===== src/rtl/alu_exec_if.sv =====
// alu_exec_if: the request and write-back bundle of the DiBU execute stage.
//   Request (master -> slave): start, op, a, b, ri_dst.
//   Response (slave -> master): busy, done, err, wb_rw/wb_ri/wb_d (bank write
//   port), flag_z/flag_n/flag_c (status flags).
interface alu_exec_if #(
  parameter int WIDTH = 8,
  parameter int RIW   = 3
);
  logic             start;
  logic [3:0]       op;
  logic [WIDTH-1:0] a;
  logic [WIDTH-1:0] b;
  logic [RIW-1:0]   ri_dst;
  logic             busy;
  logic             done;
  logic             err;
  logic             wb_rw;
  logic [RIW-1:0]   wb_ri;
  logic [WIDTH-1:0] wb_d;
  logic             flag_z;
  logic             flag_n;
  logic             flag_c;

  modport master (
    output start, op, a, b, ri_dst,
    input  busy, done, err, wb_rw, wb_ri, wb_d, flag_z, flag_n, flag_c
  );

  modport slave (
    input  start, op, a, b, ri_dst,
    output busy, done, err, wb_rw, wb_ri, wb_d, flag_z, flag_n, flag_c
  );
endinterface


===== src/rtl/alu_exec.sv =====
// alu_exec: execute stage of DiBU. Runs one ALU op per request, either in a
// single cycle or iteratively (shifts one bit per cycle, 8-step shift-add
// multiply), and returns a one-cycle register-bank write request.
//   clk, rst_n : clock, asynchronous active-low reset
//   bus        : alu_exec_if.slave (request in, write-back and flags out)
//
// state | meaning
// IDLE  | waiting for start; illegal ops pulse err from here
// EXEC  | one shift / multiply iteration per cycle, cnt counts down
// WB    | done pulse, write strobe (not for CMP), flags just updated
module alu_exec #(
  parameter int WIDTH = 8,
  parameter int RIW   = 3
) (
  input logic       clk,
  input logic       rst_n,
  alu_exec_if.slave bus
);
  localparam logic [3:0] OP_ADD = 4'd0, OP_SUB = 4'd1, OP_AND = 4'd2,
                         OP_OR  = 4'd3, OP_XOR = 4'd4, OP_NOT = 4'd5,
                         OP_SHL = 4'd6, OP_SHR = 4'd7, OP_MUL = 4'd8,
                         OP_CMP = 4'd9, OP_MOV = 4'd10;

  typedef enum logic [1:0] {IDLE, EXEC, WB} state_t;

  state_t           state, state_d;
  logic [3:0]       op_q;
  logic [RIW-1:0]   ri_q;
  logic [WIDTH-1:0] hi, hi_d, lo, lo_d, mcand;
  logic             cbit, cbit_d;
  logic [3:0]       cnt, cnt_d;
  logic             latch, load, wr, wr_q, err_d;
  logic [WIDTH-1:0] res;
  logic             res_c;
  logic [WIDTH:0]   sum;
  logic [RIW-1:0]   ri_sel;
  logic [WIDTH-1:0] wb_d_q;
  logic [RIW-1:0]   wb_ri_q;
  logic             fz, fn, fc, err_q;

  always_comb begin
    state_d = state;
    latch   = 1'b0;
    load    = 1'b0;
    wr      = 1'b0;
    err_d   = 1'b0;
    res     = '0;
    res_c   = 1'b0;
    sum     = '0;
    hi_d    = hi;
    lo_d    = lo;
    cbit_d  = cbit;
    cnt_d   = cnt;
    ri_sel  = ri_q;
    case (state)
      IDLE: begin
        ri_sel = bus.ri_dst;
        if (bus.start) begin
          load    = 1'b1;
          wr      = 1'b1;
          state_d = WB;
          case (bus.op)
            OP_ADD: begin
              sum   = {1'b0, bus.a} + {1'b0, bus.b};
              res   = sum[WIDTH-1:0];
              res_c = sum[WIDTH];
            end
            OP_SUB, OP_CMP: begin
              // Borrow shows up as the extra top bit of the widened difference.
              sum   = {1'b0, bus.a} - {1'b0, bus.b};
              res   = sum[WIDTH-1:0];
              res_c = sum[WIDTH];
              wr    = (bus.op == OP_SUB);
            end
            OP_AND: res = bus.a & bus.b;
            OP_OR:  res = bus.a | bus.b;
            OP_XOR: res = bus.a ^ bus.b;
            OP_NOT: res = ~bus.a;
            OP_MOV: res = bus.b;
            OP_SHL, OP_SHR: begin
              if (bus.b[2:0] == 3'd0) begin
                res = bus.a;
              end else begin
                load    = 1'b0;
                wr      = 1'b0;
                latch   = 1'b1;
                lo_d    = bus.a;
                cbit_d  = 1'b0;
                cnt_d   = {1'b0, bus.b[2:0]};
                state_d = EXEC;
              end
            end
            OP_MUL: begin
              load    = 1'b0;
              wr      = 1'b0;
              latch   = 1'b1;
              hi_d    = '0;
              lo_d    = bus.b;
              cnt_d   = 4'd8;
              state_d = EXEC;
            end
            default: begin
              load    = 1'b0;
              wr      = 1'b0;
              err_d   = 1'b1;
              state_d = IDLE;
            end
          endcase
        end
      end
      EXEC: begin
        case (op_q)
          OP_SHL: begin
            cbit_d = lo[WIDTH-1];
            lo_d   = {lo[WIDTH-2:0], 1'b0};
          end
          OP_SHR: begin
            cbit_d = lo[0];
            lo_d   = {1'b0, lo[WIDTH-1:1]};
          end
          default: begin
            // Right-shifting multiplier: {hi,lo} ends up holding the product,
            // the multiplier bits drain out of lo as product bits fill it.
            sum  = {1'b0, hi} + (lo[0] ? {1'b0, mcand} : '0);
            hi_d = sum[WIDTH:1];
            lo_d = {sum[0], lo[WIDTH-1:1]};
          end
        endcase
        cnt_d = cnt - 4'd1;
        if (cnt == 4'd1) begin
          load    = 1'b1;
          wr      = 1'b1;
          res     = lo_d;
          res_c   = (op_q == OP_MUL) ? (hi_d != '0) : cbit_d;
          state_d = WB;
        end
      end
      WB:      state_d = IDLE;
      default: state_d = IDLE;
    endcase
  end

  always_ff @(posedge clk or negedge rst_n) begin
    if (!rst_n) begin
      state   <= IDLE;
      op_q    <= '0;
      ri_q    <= '0;
      hi      <= '0;
      lo      <= '0;
      mcand   <= '0;
      cbit    <= 1'b0;
      cnt     <= '0;
      wr_q    <= 1'b0;
      err_q   <= 1'b0;
      wb_d_q  <= '0;
      wb_ri_q <= '0;
      fz      <= 1'b0;
      fn      <= 1'b0;
      fc      <= 1'b0;
    end else begin
      state <= state_d;
      hi    <= hi_d;
      lo    <= lo_d;
      cbit  <= cbit_d;
      cnt   <= cnt_d;
      err_q <= err_d;
      if (latch) begin
        op_q  <= bus.op;
        ri_q  <= bus.ri_dst;
        mcand <= bus.a;
      end
      if (load) begin
        wr_q <= wr;
        fz   <= (res == '0);
        fn   <= res[WIDTH-1];
        fc   <= res_c;
        if (wr) begin
          wb_d_q  <= res;
          wb_ri_q <= ri_sel;
        end
      end
    end
  end

  assign bus.busy   = (state != IDLE);
  assign bus.done   = (state == WB);
  assign bus.wb_rw  = (state == WB) && wr_q;
  assign bus.err    = err_q;
  assign bus.wb_d   = wb_d_q;
  assign bus.wb_ri  = wb_ri_q;
  assign bus.flag_z = fz;
  assign bus.flag_n = fn;
  assign bus.flag_c = fc;
endmodule


===== src/flat_wrapper.sv =====
// flat-port wrapper written by rule: the top's interface ports become plain ports
module alu_exec_flat 
#(
  parameter int WIDTH = 8,
  parameter int RIW   = 3
)
  (clk, rst_n, bus_start, bus_op, bus_a, bus_b, bus_ri_dst, bus_busy, bus_done, bus_err, bus_wb_rw, bus_wb_ri, bus_wb_d, bus_flag_z, bus_flag_n, bus_flag_c);
  alu_exec_if #(.WIDTH(WIDTH), .RIW(RIW)) bus_i ();
  input logic clk;
  input logic rst_n;
  input wire logic [$bits(bus_i.start)-1:0] bus_start;
  input wire logic [$bits(bus_i.op)-1:0] bus_op;
  input wire logic [$bits(bus_i.a)-1:0] bus_a;
  input wire logic [$bits(bus_i.b)-1:0] bus_b;
  input wire logic [$bits(bus_i.ri_dst)-1:0] bus_ri_dst;
  output wire logic [$bits(bus_i.busy)-1:0] bus_busy;
  output wire logic [$bits(bus_i.done)-1:0] bus_done;
  output wire logic [$bits(bus_i.err)-1:0] bus_err;
  output wire logic [$bits(bus_i.wb_rw)-1:0] bus_wb_rw;
  output wire logic [$bits(bus_i.wb_ri)-1:0] bus_wb_ri;
  output wire logic [$bits(bus_i.wb_d)-1:0] bus_wb_d;
  output wire logic [$bits(bus_i.flag_z)-1:0] bus_flag_z;
  output wire logic [$bits(bus_i.flag_n)-1:0] bus_flag_n;
  output wire logic [$bits(bus_i.flag_c)-1:0] bus_flag_c;
  assign bus_i.start = bus_start;
  assign bus_i.op = bus_op;
  assign bus_i.a = bus_a;
  assign bus_i.b = bus_b;
  assign bus_i.ri_dst = bus_ri_dst;
  assign bus_busy = bus_i.busy;
  assign bus_done = bus_i.done;
  assign bus_err = bus_i.err;
  assign bus_wb_rw = bus_i.wb_rw;
  assign bus_wb_ri = bus_i.wb_ri;
  assign bus_wb_d = bus_i.wb_d;
  assign bus_flag_z = bus_i.flag_z;
  assign bus_flag_n = bus_i.flag_n;
  assign bus_flag_c = bus_i.flag_c;
  alu_exec #(.WIDTH(WIDTH), .RIW(RIW)) u_core (.clk(clk), .rst_n(rst_n), .bus(bus_i));
endmodule

===== config.mk =====
export PLATFORM = sky130hd
export DESIGN_NAME = alu_exec_flat
export DESIGN_NICKNAME = d
export VERILOG_FILES = /design/src/rtl/alu_exec_if.sv /design/src/rtl/alu_exec.sv /design/src/flat_wrapper.sv
export SDC_FILE = /design/constraint.sdc
export NUM_CORES = 1
export LEC_CHECK = 0
export CAP_MARGIN = 20
export CORE_MARGIN = 10
export CORE_UTILIZATION = 47
export DETAILED_ROUTE_END_ITERATION = 12
export PLACE_DENSITY = 0.76
export SETUP_SLACK_MARGIN = 0.3
export SLEW_MARGIN = 20
export SYNTH_ARGS = -nofsm -noshare
export SYNTH_HDL_FRONTEND = slang
export SYNTH_SLANG_ARGS = --single-unit

===== constraint.sdc =====
create_clock -name clk -period 4.1 [get_ports clk]
set_input_delay 0.615 -clock clk [delete_from_list [all_inputs] [get_ports clk]]
set_output_delay 0.615 -clock clk [all_outputs]
set_load 0.02 [all_outputs]

======== Word level (Yosys, flattened, before mapping) ========
Index checks and enable logic that the tools add are counted.
cells by class
  add/subtract/negate cells ............... 4
  equal/unequal tests ..................... 23
  mux-type cells .......................... 51
  bitwise gates (word level) .............. 4
  reduce and logical (&&, ||, !) cells .... 19
operators with widths
  cell                  number
  $mux W8               10
  $pmux W8 S2           5
  $pmux W8 S8           1
  $eq A4 B3 Y1 const B  6
  $eq A4 B4 Y1 const B  4
  $mux W1               16
  $pmux W1 S2           8
  $pmux W4 S2           2
  $reduce_or A11 Y1     1
  $add A8 B8 Y9         1
  $add A8 B9 Y9         1
  $sub A8 B8 Y9         1
  $and A8 B8 Y8         1
  $eq A4 B1 Y1 const B  2
  $eq A4 B2 Y1 const B  2
  $logic_not A8 Y1      1
  $mux W4               2
  $ne A2 B2 Y1 const B  4
  $not A8 Y8            1
  $or A8 B8 Y8          1
  $reduce_and A4 Y1     2
  $reduce_bool A8 Y1    1
  $reduce_or A8 Y1      1
  $xor A8 B8 Y8         1
  19 further kinds      26
word-level totals
  register bits ........................... 54
  output and inout bits ................... 18
  word-level logic and storage cells ...... 116

======== Logic depth before layout (Yosys ltp) ========
  depth in word-level cells ............... 8
  gate-level depth with buffers ........... 13
  depth with buffers taken out ............ 12

======== Least setup slack after synthesis ========
Ideal clock, no wire load.
  path kind ............................... register -> register
  from .................................... register u_core.lo[0]
  to ...................................... register u_core.fc, in the netlist u_core.bus.flag_c
  library setup time ...................... 134 ps
  arrival time ............................ 2548 ps
  path slack .............................. 1418 ps
  cell stages (with the launch flop) ...... 13
  cells stage by stage .................... dfrtp_1 > clkbuf_1 > and2_1 > ha_1 > inv_1 > fa_1 > nor2b_1 > o21ai_1 > a21boi_1 > nor2_1 > or4_1 > o31ai_1 > nand3_1
between the ends
  cells in the longest elaborated chain, start to end .. 8
  elaborated cells between the ends (all ways) .. 9
  those cells by class .................... 1 x add/sub; 7 x mux; 1 x reduce/logical
RTL lines
  what                    line             source
  from (decl)             alu_exec.sv:29   logic [WIDTH-1:0] hi, hi_d, lo, lo_d, mcand;
  from (signal assigned)  alu_exec.sv:163  lo <= lo_d;
  $mux W8                 alu_exec.sv:124  sum = {1'b0, hi} + (lo[0] ? {1'b0, mcand} : '0);
  $add A8 B9 Y9           alu_exec.sv:124
  $mux W8                 alu_exec.sv:112  case (op_q)
  $mux W8                 alu_exec.sv:55   case (state)
  $reduce_bool A8 Y1      alu_exec.sv:134  res_c = (op_q == OP_MUL) ? (hi_d != '0) : cbit_d;
  $mux W1 *               alu_exec.sv:134
  $mux W1 *               alu_exec.sv:130  if (cnt == 4'd1) begin
  $pmux W1 S2 *           alu_exec.sv:55
  to (signal assigned)    alu_exec.sv:176  fc <= res_c;
  to (decl)               alu_exec.sv:39   logic fz, fn, fc, err_q;
Every way passes the cells marked *; elsewhere a longest branch is shown, timed or not. The select of a mux whose other input is x is not followed.
A chain may end at the register's enable or synchronous reset.

======== Worst setup path in the final report ========
Ends and elaborated chain as after synthesis.

==> run summary <==
The run finished with clean final reports. The relative contribution of sequential cells to total power is approximately a third. Once detail routing completed, the nets flagged for antenna violations numbered 0. The global routing usage summed across all routing layers is 18.9%. The x dimension of the die came out at ~120 microns. The total CTS buffers came out at 5.

The maximum buffer depth of the clock tree came out at 2. In this run the vertical extent of the chip is ~120 microns. The worst-case setup slack after placement came out at just under 0.5 ns.

The first TritonRoute pass finished after 7 iterations. The worst setup path is launched from a register. The global-route wire length before repair came out at about 22 mm.

Summed over all layers, the global routing overflow is 0. In this run, the number of DRC markers left after iteration 0 of detailed routing was between 300 and 400. The floorplan die area came out at around 14000 sq um. After detailed routing, the number of remaining DRC violations is 0.

The share of total power in the clock network is between 10% and 20%. CTS placed an instance of clkbuf_8 at the clock tree root. The latest clock arrival within the worst-skew pair is between 0.3 and 0.4 ns.

The ratio of cells with drive above 1 in the final layout is 7.19%. The least setup slack across all paths after layout came out at around 0.72 ns. Buffers added to address setup during post-CTS repair amount to 0.

The part of the cycle the worst path needs came out at slightly above 80%. The via density per instance is approximately 6.1. Row generation in the floorplan step produced 35 rows. After legalization and detailed placement, the total HPWL measured between 10 and 15 mm. The number of resized instances in the post-cts repair step came out at 0. Summed over all cells, the static leakage comes to 2.24 nW. The critical path endpoint category is a register.

The net total in the final layout is roughly 630. After detailed routing, the total wire length is between 10 and 15 mm. The final count of negative-setup-slack endpoints came out at 0.

The reported max-cap violation count came out at 0. At the end of routability-driven placement, the weighted congestion stood at ~0.97. The post-synthesis cell type count is between 70 and 80. Overall power consumption after layout is estimated at roughly 0.0028 W.

At the pin with the least slew margin, the transition time is between 0.8 and 0.9 ns. The type of the most critical hold path is input pin to async pin. The largest area contributor in the netlist is dfrtp_1. The final number of max-transition violations was 0. The average instance area after synthesis is around 8.4 sq um. Ranked by total cell area, the synthesized netlist is headed by dfrtp_1 30%, ha_1 9.5%, nand2_1 6.0%. The worst slew margin relative to its limit came out at roughly two fifths.

The internal cell power came out at between 0.0015 and 0.002 W. The initial core utilization came out at approximately 48%. The logic gate share of total power came out at a little over half. For the worst setup path, the data required time is about 4.3 ns. The clock period minus worst slack came out at ~3.4 ns. The count of warnings emitted by yosys is 0.

Pin placement for this block handled between 40 and 50 I/O pins. The synthesized net count came out at around 600. The TritonCTS sink count is 54.

The maximum level of the CTS H-tree came out at 2. The number of synthesized register bits is 54. The pin count of the biggest net entering global routing came out at between 50 and 60. The number of global-route vias before repair is approximately 4400. The number of antenna diodes in the final layout is 0. The largest driver fanout on the critical path came out at 11. The largest voltage drop on the vdd net is around 0.30 mV. The part of the Yosys area used for sequential elements is between 30% and 40%.

The core outline area came out at approximately 9200 sq um. The via count of the routed design came out at 4247. The cts-stage hold buffer count came out at 0. The mapped cell area is between 4000 and 5000 sq um.

The summed negative setup slack over all endpoints is 0 ns. Setup repair after global routing left no endpoint under its margin. The final hold violation count came out at 0.

The critical setup path kind is register to register. The post-synthesis instance total is about 530. The count of flip-flops with a built-in enable after synthesis is 0. The clock transition at the registers of the reported paths is roughly 0.11 ns.

The total power per unit cell area is approximately 550 nW/um^2. The total net switching power came out at around 0.0013 W. The clock skew is roughly 0.005 ns. Among all flip-flop cells after synthesis, the most frequent one is dfrtp_1. The TritonCTS clock tree is built. The area growth from synthesis to layout came out at 14.1%. In the final routed layout, each cell accounts on average for just under 20 microns. The critical path arrival came out at approximately 3.6 ns. The fraction of power spent switching nets came out at 44.8%. Static timing analysis puts the maximum clock frequency at 296 MHz.

The share of synthesized flip-flops with an asynchronous set or reset came out at 100%. The port buffer count is between 40 and 50. The number of antenna violations at the first check in global routing came to 0. Summed over its instances, the top area cell type makes up between 30 and 40% of the synthesized netlist area.
==> worst max-delay path: stages, from the launching register on <==
cell and delay [ns]:
dfrtp_1 0.53, and2_1 0.18, ha_1 0.16, inv_1 0.06, fa_1 0.43, nor2b_1 0.15
o21ai_1 0.10, a21boi_1 0.31, nor2_1 0.12, or4_1 0.49, o31ai_1 0.55, nand3_1 0.15
==> flip-flops by register name, summed over array words and instances, names as in the netlist <==
| signal | flops |
|---|---|
| u_core.cnt | 4 |
| u_core.ri_q | 3 |
| u_core.wr_q | 1 |
| u_core.hi | 8 |
| u_core.bus.flag_n | 1 |
| u_core.bus.flag_c | 1 |
| u_core.state | 2 |
| u_core.bus.wb_d | 8 |
| u_core.lo | 8 |
| u_core.bus.err | 1 |
| u_core.mcand | 8 |
| u_core.op_q | 4 |
| u_core.cbit | 1 |
| u_core.bus.wb_ri | 3 |
| u_core.bus.flag_z | 1 |
==> cell families (layout without fill, tap and decap cells) <==
logic type	Yosys count	count (layout)	share of synthesized area [%]
AO/OA/AOI/OAI	166	166	24.8
XOR/XNOR	8	8	1.57
adder cells (fa/ha/maj)	37	37	10.9
buffers and inverters	62	98	6.21
flip-flops	54	54	30.2
multiplexers	16	16	3.66
AND/OR/NAND/NOR	191	191	22.7
==> per-layer routing <==
| metal | wire length [microns] | global-route usage (%) | part of all wire (%) | vias up |
|---|---|---|---|---|
| met3 | 733 | 3.55 | 5.4 | 48 |
| met5 | 0 | 0 | 0 | - |
| li1 | - | - | - | 2007 |
| met4 | 573 | 9.12 | 4.2 | 0 |
| met2 | 6520 | 32.3 | 48 | 162 |
| met1 | 5660 | 22.3 | 42 | 2030 |
==> synth_stat cells, types with 9 or more instances <==
cell type / n
nand2_1: 71
dfrtp_1: 54
inv_1: 35
ha_1: 34
o21ai_0: 33
nor2_1: 31
o21ai_1: 22
a21oi_1: 21
mux2i_1: 13
buf_2: 12
and2_1: 10
nor2b_1: 10
nor3_1: 10
a211oi_1: 9
a221oi_1: 9
nand2b_1: 9
==> layout by cell type (no fill, tap or decap), types with 6 or more instances in the layout <==
cell type | Yosys | routed
inv_1 | 35 | 35
a21oi_1 | 21 | 21
o21ai_1 | 22 | 22
buf_4 | 4 | 11
nor3_1 | 10 | 10
nand2_1 | 71 | 71
mux2i_1 | 13 | 13
nor2_1 | 31 | 31
nand3_1 | 8 | 8
a221oi_1 | 9 | 9
and2_1 | 10 | 10
a211oi_1 | 9 | 9
dfrtp_1 | 54 | 54
clkdlybuf4s50_1 | 0 | 42
a31oi_1 | 6 | 6
nand2b_1 | 9 | 9
nor2b_1 | 10 | 10
ha_1 | 34 | 34
o22ai_1 | 8 | 8
a22oi_1 | 7 | 7
o21ai_0 | 33 | 33
==> path summary, 6_finish.rpt <==
check / from / endpoint / slack, ns / cells after the start
hold / removal: rst_n / u_core.hi[1]$_DFFE_PN0P_ / 0.41 / 2
setup reg to reg: u_core.lo[0]$_DFFE_PN0P_ / u_core.bus.flag_c$_DFFE_PN0P_ / 0.72 / 11
min in group clk: u_core.wr_q$_DFFE_PN0P_ / u_core.wr_q$_DFFE_PN0P_ / 0.48 / 2
setup / recovery: u_core.lo[0]$_DFFE_PN0P_ / u_core.bus.flag_c$_DFFE_PN0P_ / 0.72 / 11
hold reg to reg: u_core.wr_q$_DFFE_PN0P_ / u_core.wr_q$_DFFE_PN0P_ / 0.48 / 2
max in group asynchronous: rst_n / u_core.bus.flag_n$_DFFE_PN0P_ / 3.25 / 2
==> power groups by stage <==
stage	clock [W]	sequential, W	combinational (W)
floorplan	0	0.000983	0.000975
global placement	0	0.000951	0.00146
detailed placement	0	0.000961	0.00150
CTS	0.000326	0.000952	0.00152
global route	0.000350	0.000984	0.00168
finish	0.000323	0.000953	0.00152
==> area by class of cell <==
cell class / count / area, sq um
clock buffer: 5 / 68.8
clock inverter: 3 / 28.8
fill: 852 / 4140
inverter: 36 / 135
multi-input combinational: 418 / 2850
sequential: 54 / 1350
tap: 129 / 161
timing repair buffer: 54 / 508
==> metrics by stage <==
step	std cells	instance area, sq um	hold slack [ns]	utilization, %
after detailed placement	691	5010	0.454	54.2
after floorplan	534	4470	0.319	-
after global routing	699	5100	0.476	55.2
final	699	5100	0.411	55.2
after CTS	699	5100	0.435	55.2
after global placement	691	5010	0.457	54.2
Note: power is estimated with default switching activity, not from simulation.
